<file path="src/rtl/aoc_num_stream.sv">
// ASCII character stream to decimal integer tokens, with sign, EOL/EOF markers and overflow flags.
// One registered output slot (latency 1); input_ready drops while a token is held and out_ready is low.
module aoc_num_stream #(
    parameter int WIDTH     = 64,
    parameter bit SIGNED_EN = 1'b1
) (
    input  logic             clk,
    input  logic             rst_n,
    input  logic             input_valid,
    input  logic [7:0]       char_in,
    input  logic             input_last,
    output logic             input_ready,
    output logic             out_valid,
    output logic [WIDTH-1:0] out_value,
    output logic             out_nonum,
    output logic             out_eol,
    output logic             out_eof,
    output logic             out_ovf,
    input  logic             out_ready
);

    typedef enum logic [1:0] {
        IDLE = 2'd0,
        NEG  = 2'd1,
        NUM  = 2'd2,
        DONE = 2'd3
    } state_t;

    state_t           state_q, state_d;
    logic [WIDTH-1:0] acc_q, acc_d;
    logic             neg_q, neg_d;
    logic             ovf_q, ovf_d;

    logic             out_valid_q, out_valid_d;
    logic [WIDTH-1:0] out_value_q, out_value_d;
    logic             out_nonum_q, out_nonum_d;
    logic             out_eol_q, out_eol_d;
    logic             out_eof_q, out_eof_d;
    logic             out_ovf_q, out_ovf_d;

    logic             accept;
    logic             is_digit;
    logic             is_minus;
    logic             is_nl;
    logic [WIDTH+3:0] acc_ext;

    logic             emit;
    logic [WIDTH-1:0] tok_value;
    logic             tok_nonum;
    logic             tok_eol;
    logic             tok_eof;
    logic             tok_ovf;

    function automatic logic [WIDTH-1:0] apply_sign(input logic [WIDTH-1:0] mag,
                                                    input logic             neg);
        return neg ? (~mag + {{(WIDTH-1){1'b0}}, 1'b1}) : mag;
    endfunction

    assign input_ready = (state_q != DONE) && (!out_valid_q || out_ready);
    assign accept      = input_valid && input_ready;
    assign is_digit    = (char_in >= 8'h30) && (char_in <= 8'h39);
    assign is_minus    = (char_in == 8'h2D);
    assign is_nl       = (char_in == 8'h0A);

    // acc*10 + d in four extra bits; ASCII digits carry their value in the low nibble
    assign acc_ext = ({4'b0000, acc_q} << 3) + ({4'b0000, acc_q} << 1)
                   + {{WIDTH{1'b0}}, char_in[3:0]};

    always_comb begin
        state_d     = state_q;
        acc_d       = acc_q;
        neg_d       = neg_q;
        ovf_d       = ovf_q;
        emit        = 1'b0;
        tok_value   = '0;
        tok_nonum   = 1'b0;
        tok_eol     = 1'b0;
        tok_eof     = 1'b0;
        tok_ovf     = 1'b0;

        out_valid_d = out_valid_q && !out_ready;
        out_value_d = out_value_q;
        out_nonum_d = out_nonum_q;
        out_eol_d   = out_eol_q;
        out_eof_d   = out_eof_q;
        out_ovf_d   = out_ovf_q;

        if (accept) begin
            if (is_digit) begin
                acc_d   = acc_ext[WIDTH-1:0];
                ovf_d   = ovf_q | (|acc_ext[WIDTH+3:WIDTH]);
                state_d = NUM;
            end else if (SIGNED_EN && is_minus && (state_q != NUM)) begin
                neg_d   = 1'b1;
                state_d = NEG;
            end else if (is_nl) begin
                emit    = 1'b1;
                tok_eol = 1'b1;
                if (state_q == NUM) begin
                    tok_value = apply_sign(acc_q, neg_q);
                    tok_ovf   = ovf_q;
                end else begin
                    tok_nonum = 1'b1;
                end
                acc_d   = '0;
                neg_d   = 1'b0;
                ovf_d   = 1'b0;
                state_d = IDLE;
            end else begin
                // Separator: terminates a number, drops a dangling sign, else ignored
                if (state_q == NUM) begin
                    emit      = 1'b1;
                    tok_value = apply_sign(acc_q, neg_q);
                    tok_ovf   = ovf_q;
                end
                acc_d   = '0;
                neg_d   = 1'b0;
                ovf_d   = 1'b0;
                state_d = IDLE;
            end

            // Final char: reuse its token if it made one, else flush whatever is pending
            if (input_last) begin
                if (!emit) begin
                    emit = 1'b1;
                    if (state_d == NUM) begin
                        tok_value = apply_sign(acc_d, neg_d);
                        tok_ovf   = ovf_d;
                    end else begin
                        tok_nonum = 1'b1;
                    end
                end
                tok_eof = 1'b1;
                acc_d   = '0;
                neg_d   = 1'b0;
                ovf_d   = 1'b0;
                state_d = DONE;
            end
        end

        if (emit) begin
            out_valid_d = 1'b1;
            out_value_d = tok_value;
            out_nonum_d = tok_nonum;
            out_eol_d   = tok_eol;
            out_eof_d   = tok_eof;
            out_ovf_d   = tok_ovf;
        end
    end

    always_ff @(posedge clk) begin
        if (!rst_n) begin
            state_q     <= IDLE;
            acc_q       <= '0;
            neg_q       <= 1'b0;
            ovf_q       <= 1'b0;
            out_valid_q <= 1'b0;
            out_value_q <= '0;
            out_nonum_q <= 1'b0;
            out_eol_q   <= 1'b0;
            out_eof_q   <= 1'b0;
            out_ovf_q   <= 1'b0;
        end else begin
            state_q     <= state_d;
            acc_q       <= acc_d;
            neg_q       <= neg_d;
            ovf_q       <= ovf_d;
            out_valid_q <= out_valid_d;
            out_value_q <= out_value_d;
            out_nonum_q <= out_nonum_d;
            out_eol_q   <= out_eol_d;
            out_eof_q   <= out_eof_d;
            out_ovf_q   <= out_ovf_d;
        end
    end

    assign out_valid = out_valid_q;
    assign out_value = out_value_q;
    assign out_nonum = out_nonum_q;
    assign out_eol   = out_eol_q;
    assign out_eof   = out_eof_q;
    assign out_ovf   = out_ovf_q;

endmodule

</file>
<file path="config.mk">
export PLATFORM = sky130hd
export DESIGN_NAME = aoc_num_stream
export DESIGN_NICKNAME = d
export VERILOG_FILES = /design/src/rtl/aoc_num_stream.sv
export SDC_FILE = /design/constraint.sdc
export NUM_CORES = 1
export LEC_CHECK = 0
export CAP_MARGIN = 20
export CORE_MARGIN = 2
export CORE_UTILIZATION = 50
export CTS_CLUSTER_SIZE = 20
export DETAILED_ROUTE_END_ITERATION = 6
export PLACE_DENSITY = 0.81
export SLEW_MARGIN = 0
export SYNTH_ARGS = -nofsm -noshare
export SYNTH_HDL_FRONTEND = slang
export SYNTH_SLANG_ARGS = --single-unit
</file>
<file path="constraint.sdc">
create_clock -name clk -period 5 [get_ports clk]
set_input_delay 0.75 -clock clk [delete_from_list [all_inputs] [get_ports clk]]
set_output_delay 0.75 -clock clk [all_outputs]
set_load 0.03 [all_outputs]
</file>
# [Yosys cells after proc, flatten, opt, wreduce, memory -nomap -nowiden]
# Cells that the tools add are included.
# W data, S select, Z words.
[classes] add_sub_neg=4 mul=0 div=0 order_cmp=2 n_eq_ne=6 shift=0 n_mux=53 bitwise=3 n_reduce_logical=9
[ops] cell="$mux W64" count=13
[ops] cell="$add A64 B1 Y64 const B" count=2
[ops] cell="$not A64 Y64" count=2
[ops] cell="$add A67 B65 Y68" count=1
[ops] cell="$add A68 B4 Y68" count=1
[ops] cell="$mux W1" count=37
[ops] cell="$eq A8 B4 Y1 const B" count=1
[ops] cell="$eq A8 B6 Y1 const B" count=1
[ops] cell="$ge A8 B6 Y1 const B" count=1
[ops] cell="$le A8 B6 Y1 const B" count=1
[ops] cell="$mux W2" count=3
[ops] cell="$logic_and A1 B1 Y1" count=5
[ops] cell="$eq A2 B2 Y1 const B" count=2
[ops] cell="$ne A2 B2 Y1 const B" count=2
[ops] cell="$reduce_or A4 Y1" count=1
[ops] cell="$logic_not A1 Y1" count=2
[ops] cell="$logic_or A1 B1 Y1" count=1
[ops] cell="$or A1 B1 Y1" count=1
[totals] regBits=137 latchBits=0 ram_bits=0 rom_bits=0 elab_cells=87 mem_count=0

# [Depth between registers and ports, before layout]
[depth] ltp_word=12 depth_mapped=19 ltp_nobuf=17

# [Worst setup path after synthesis]
# Ideal clock, no wire load.
[synth_path] path_type="input to register" from="input char_in[3]" to="register out_value_q[63], in the netlist out_value[63]" setup_ps=70 arrival_ps=4780 t_required_ps=4930 slack_ps=150 stages=17 path_buffers=0 cell_sequence="inv_1 -> fa_1 -> inv_1 -> ha_1 -> a211oi_4 -> o21ai_2 -> nand3_1 -> a2111oi_4 -> or4_1 -> a32o_1 -> nor4_4 -> nand2_2 -> nor3_4 -> nand3_2 -> nor3_1 -> mux2_2 -> a21oi_1"
[synth_via] elab_chain_cells=12 elab_cells_between_ends=32 cone_classes="add/sub (2); order compare (2); eq/ne (3); mux (22); bitwise (1); reduce/logical (2)"
[synth_lines] item="start: declaration" line_no="10" text="input logic [7:0] char_in,"
[synth_lines] item="parallel branches: the longest is 12 deep, another holds $add A68 B4 Y68"
[synth_lines] item="end signal: assignment" line_no="169" text="out_value_q <= out_value_d;"
[synth_lines] item="end: declaration" line_no="35" text="logic [WIDTH-1:0] out_value_q, out_value_d;"
# Several ways; the timed one is not identified. The select of a mux whose other input is x is not followed.
# A chain may end at the register's enable or synchronous reset.

# [Worst setup path after layout]
[layout_path] from="input char_in[1]" to="register out_value_q[58], in the netlist out_value[58]"
# The elaborated chain is that of the path after synthesis.

==> summary by stage <==
Cells and area
The net count of the finished layout is approximately 2400. The number of non-filler instances in the completed layout is 2652. The fraction of final layout cells with drive strength greater than 1 is 0.194. The total area of multi-input combinational cells is 0.0122 mm². The sequential cells in the finished layout cover a total of between 0.002 and 0.003 mm². The total of fill cells in the finished design is roughly 2500. For this run, the share of the core covered by cells in the final layout is 0.641. Compared with the post-synthesis result, the final layout area differs by 25.4%.

CTS
In this run, post-CTS hold repair placed 0 buffers. The deepest clock path buffer count is 2. The clock reaches the later pin of the worst-skew pair after ~440 ps. The CTS tree is built. The clock-pin slew of the registers on the worst-case setup and hold paths is 70 ps. The tree is rooted in a sky130_fd_sc_hd__clkbuf_16. The number of clock sinks is approximately 140. CTS built an H-tree with a depth of 4.

In this run, CTS created clock tree buffers numbering 17.

Worst setup path
Tracing the worst setup path back leads to its startpoint at char_in[1]. The destination of the worst register-to-register timing path is out_value[60]. The total buffers and inverters traversed by the critical path is 5.

The endpoint kind of the worst setup timing path is a register. The critical path start-end classification is input port to register. In this design, the stage delay of the slowest critical-path cell is 490 ps. The most prevalent standard cell on the critical path is sky130_fd_sc_hd__buf_4.

Walking the worst path, the cells encountered are clkdlybuf4s50_1, ha_2, ha_2, inv_1, fa_2, nor2b_4, o211a_4, o31ai_4, a31o_2, xnor2_1, a2111o_1, nor4b_2, buf_4, nand4_4, nor3_2, buf_4, a41o_1, xnor2_1, a221oi_1, buf_4, nor2_1. The setup slack of the most critical reg-to-reg path is about 230 ps. The highest net fanout along the worst path is 3.

The startpoint of the worst register-to-register path is acc_q[21]. The depth of the worst register-to-register path is 17. STA classifies the critical path startpoint as an input port. The worst endpoint required time is around 5300 ps. On the critical path the largest part of the delay comes from compound AO/OA/AOI/OAI gates.

STA puts the critical path data arrival time at 5150 ps. In this run the number of cells on the critical path is 21. The slowest stage of the critical path is the sky130_fd_sc_hd__clkdlybuf4s50_1 cell. In this run the worst setup path terminates at out_value[58].

Die
The core region is ~0.030 mm². The number of rows in the core area is 63. The width of the die is roughly 180 µm. The die area is 0.0319 mm².

The die boundary height is roughly 180 µm. between 80 and 90 I/O pins were placed. For this configuration, the core starts out at a cell density of 0.511.

Timing
The final max-slew violation count is 0. Clock skew on the completed layout was measured at 14.9 ps. The slew at the pin closest to its max-slew limit is ~1100 ps. In this run the tightest slew margin relative to its limit is 0.284. The worst hold margin is ~470 ps. The final worst-path setup slack is roughly 170 ps.

The peak clock frequency supported by timing is just over 200 MHz. Subtracting the final worst setup slack from the clock period gives ~4800 ps. The part of the cycle the worst path needs is 0.966. For the final routed database, the setup TNS stands at 0 ps.

The count of endpoints failing hold in the final timing report is 0. Setup violations remaining at the end of the flow were counted as 0.

Detailed routing
The detailed router's first-iteration violation count is just over 2000. The routed wire length per instance is between 20 and 25 µm. The count of nets left with antenna violations once routing finished came out at 0. In the routed design, unresolved DRC markers number 2.

The detailed-route via count is between 15000 and 20000. Dividing the detail-routed via count by the number of cells gives roughly 6.8. The pre-antenna-repair detailed-routing pass consisted of 7 iterations. The total wire length is 60500 µm.

Placement
The routability congestion estimate from global placement is 0.982. The count of buffers added on input and output ports is 82. At the placement stage, the worst setup path has a slack of -646 ps. The number of instances in the placed design is about 2600. Detailed placement finished with a half-perimeter wire length of between 40000 and 50000 µm.

Global route
Across every metal layer, demand over resource in global routing totals 0.376. The wire length of the first global-routing pass is about 94000 µm. The number of antenna violations at the first check in global routing is 1. The via count of the first global-routing pass is between 15000 and 20000.

Entering global routing, the biggest net connects between 80 and 90 pins. The remaining global-route overflow is 0.

Yosys
By area the synthesized netlist is led by sky130_fd_sc_hd__dfxtp_1 18%, sky130_fd_sc_hd__ha_1 11%, sky130_fd_sc_hd__o21ai_0 5.3%. The synthesized netlist net count is about 2200. For this run, the leading register cell type out of synthesis is sky130_fd_sc_hd__dfxtp_1. During synthesis, Yosys emitted a total of 0 warnings.

The cell area after synthesis is 0.0153 mm². Summed over all instances, the cell type with the most area after synthesis is sky130_fd_sc_hd__dfxtp_1. The sequential cell area fraction in the yosys report is 0.180.

The number of cells produced by synthesis is 2014. Counting flops with an async set or reset pin after synthesis yields a share of 0. The portion of synthesized cell area occupied by the leading cell type is 0.180. The synthesized design contains 0 enable-type register cells.

The synthesized netlist contains roughly 110 unique library cells. The mean area per synthesized cell is 7.58 µm². After synthesis the netlist holds a flip-flop and latch count of between 100 and 150.

Power
The maximum ir drop on the vdd rail is 0.278 mV. The leakage power figure is roughly 8 nW. The power density of the placed cells is ~160 mW/mm².

Outcome
The checks that failed: design-rule violations. The flow ran to the end, but the final reports show violations.

Flow run
The max-cap violation count is 0.

Hold path
Along the worst hold path, the cell count comes to 2. The worst hold path belongs to the class register to register.
[area by class of cell]
class | count | share of cell area
antenna | 1 | 0.000131
clock buffer | 17 | 0.0222
clock inverter | 15 | 0.00876
inverter | 29 | 0.00569
multi-input combinational | 1711 | 0.639
sequential | 137 | 0.144
tap | 390 | 0.0255
timing repair buffer | 352 | 0.155
[layer usage]
| metal | GRT usage | vias to the layer above | wire (µm) |
|---|---|---|---|
| met5 | 0 | - | 0 |
| met1 | 0.416 | 8491 | 22000 |
| li1 | - | 8127 | - |
| met4 | 0.292 | 0 | 5240 |
| met2 | 0.630 | 1103 | 28400 |
| met3 | 0.0793 | 344 | 4950 |
[kinds of logic after synthesis]
kind of cell / Yosys count / synth area share
adder cells (fa/ha/maj): 131 / 0.108
XOR/XNOR: 149 / 0.0855
buffers and inverters: 166 / 0.0445
AO/OA/AOI/OAI: 718 / 0.328
multiplexers: 16 / 0.0107
flip-flops: 137 / 0.180
AND/OR/NAND/NOR: 697 / 0.244
[what timing repair did]
item                                    in CTS  in global routing
endpoints found under the setup margin      34                 41
endpoints found under the hold margin        0                  0
pin swaps                                   17                 24
setup buffers                                5                  9
gates resized for setup                     17                 60
[cells in the mapped netlist, drive strengths merged, types with 10 or more instances]
master,n
nand2,192
o21ai,184
nor2,147
a21oi,144
dfxtp,137
ha,129
clkbuf,95
xnor2,91
xor2,58
nor3,55
a22oi,49
nand4,47
nor2b,45
buf,42
nand3,38
and2,35
o31ai,34
a221oi,29
inv,29
o221ai,26
o211a,25
or3,23
a31oi,22
nor4,21
o21a,20
a21o,18
nand2b,18
o211ai,18
a211oi,17
o41ai,17
or4,15
a21boi,14
mux2i,14
and3,13
or2,12
nor3b,11
o21bai,10
[how the worst min path moves through the flow]
stage,startpoint,end,slack [ps]
after floorplan,ovf_q,out_ovf,480
after global placement,out_eol,out_eol,460
after detailed placement,out_eol,out_eol,470
after CTS,out_eol,out_eol,480
after global routing,out_nonum,out_nonum,510
final,out_eol,out_eol,470
[sequential cells by signal, indices dropped and copies added, names as in the netlist]
register / count
out_eof: 1
neg_q: 1
out_eol: 1
state_q: 2
ovf_q: 1
out_valid: 1
out_ovf: 1
out_value: 64
out_nonum: 1
acc_q: 64
[cell usage in the layout, fill, tap and decap left out, types with 23 or more instances in the layout]
cell	count
sky130_fd_sc_hd__o211a_1	24
sky130_fd_sc_hd__o21ai_1	23
sky130_fd_sc_hd__and2_1	34
sky130_fd_sc_hd__o21ai_0	157
sky130_fd_sc_hd__clkdlybuf4s50_1	79
sky130_fd_sc_hd__a21oi_1	129
sky130_fd_sc_hd__inv_1	28
sky130_fd_sc_hd__nand4_1	45
sky130_fd_sc_hd__dfxtp_1	128
sky130_fd_sc_hd__nor2_1	144
sky130_fd_sc_hd__nand2_1	189
sky130_fd_sc_hd__a221oi_1	26
sky130_fd_sc_hd__xnor2_1	85
sky130_fd_sc_hd__nand3_1	35
sky130_fd_sc_hd__ha_1	125
sky130_fd_sc_hd__o31ai_1	32
sky130_fd_sc_hd__o221ai_1	25
sky130_fd_sc_hd__nor3_1	46
sky130_fd_sc_hd__buf_4	261
sky130_fd_sc_hd__nor2b_1	44
sky130_fd_sc_hd__a22oi_1	47
sky130_fd_sc_hd__xor2_1	58
[through the flow]
| stage | area (µm²) | power, mW |
|---|---|---|
| 6_report | 19100 | 3.00 |
| 3_5_place_dp | 18000 | 1.69 |
| 4_1_cts | 18800 | 2.98 |
| 3_3_place_gp | 18000 | 1.68 |
| 2_1_floorplan | 15300 | 1.48 |
| 5_1_grt | 19100 | 3.07 |
[report_power, final]
part / switching [mW] / total, mW / internal (mW)
Combinational: 0.326 / 0.514 / 0.189
Sequential: 0.0331 / 1.17 / 1.14
Clock: 0.568 / 1.31 / 0.745
[worst min-delay path: stages, from the launching register on]
cell and delay (ps):
sky130_fd_sc_hd__dfxtp_1 320, sky130_fd_sc_hd__nand2_1 50, sky130_fd_sc_hd__a21boi_0 60
(Power assumes the default switching activity.)
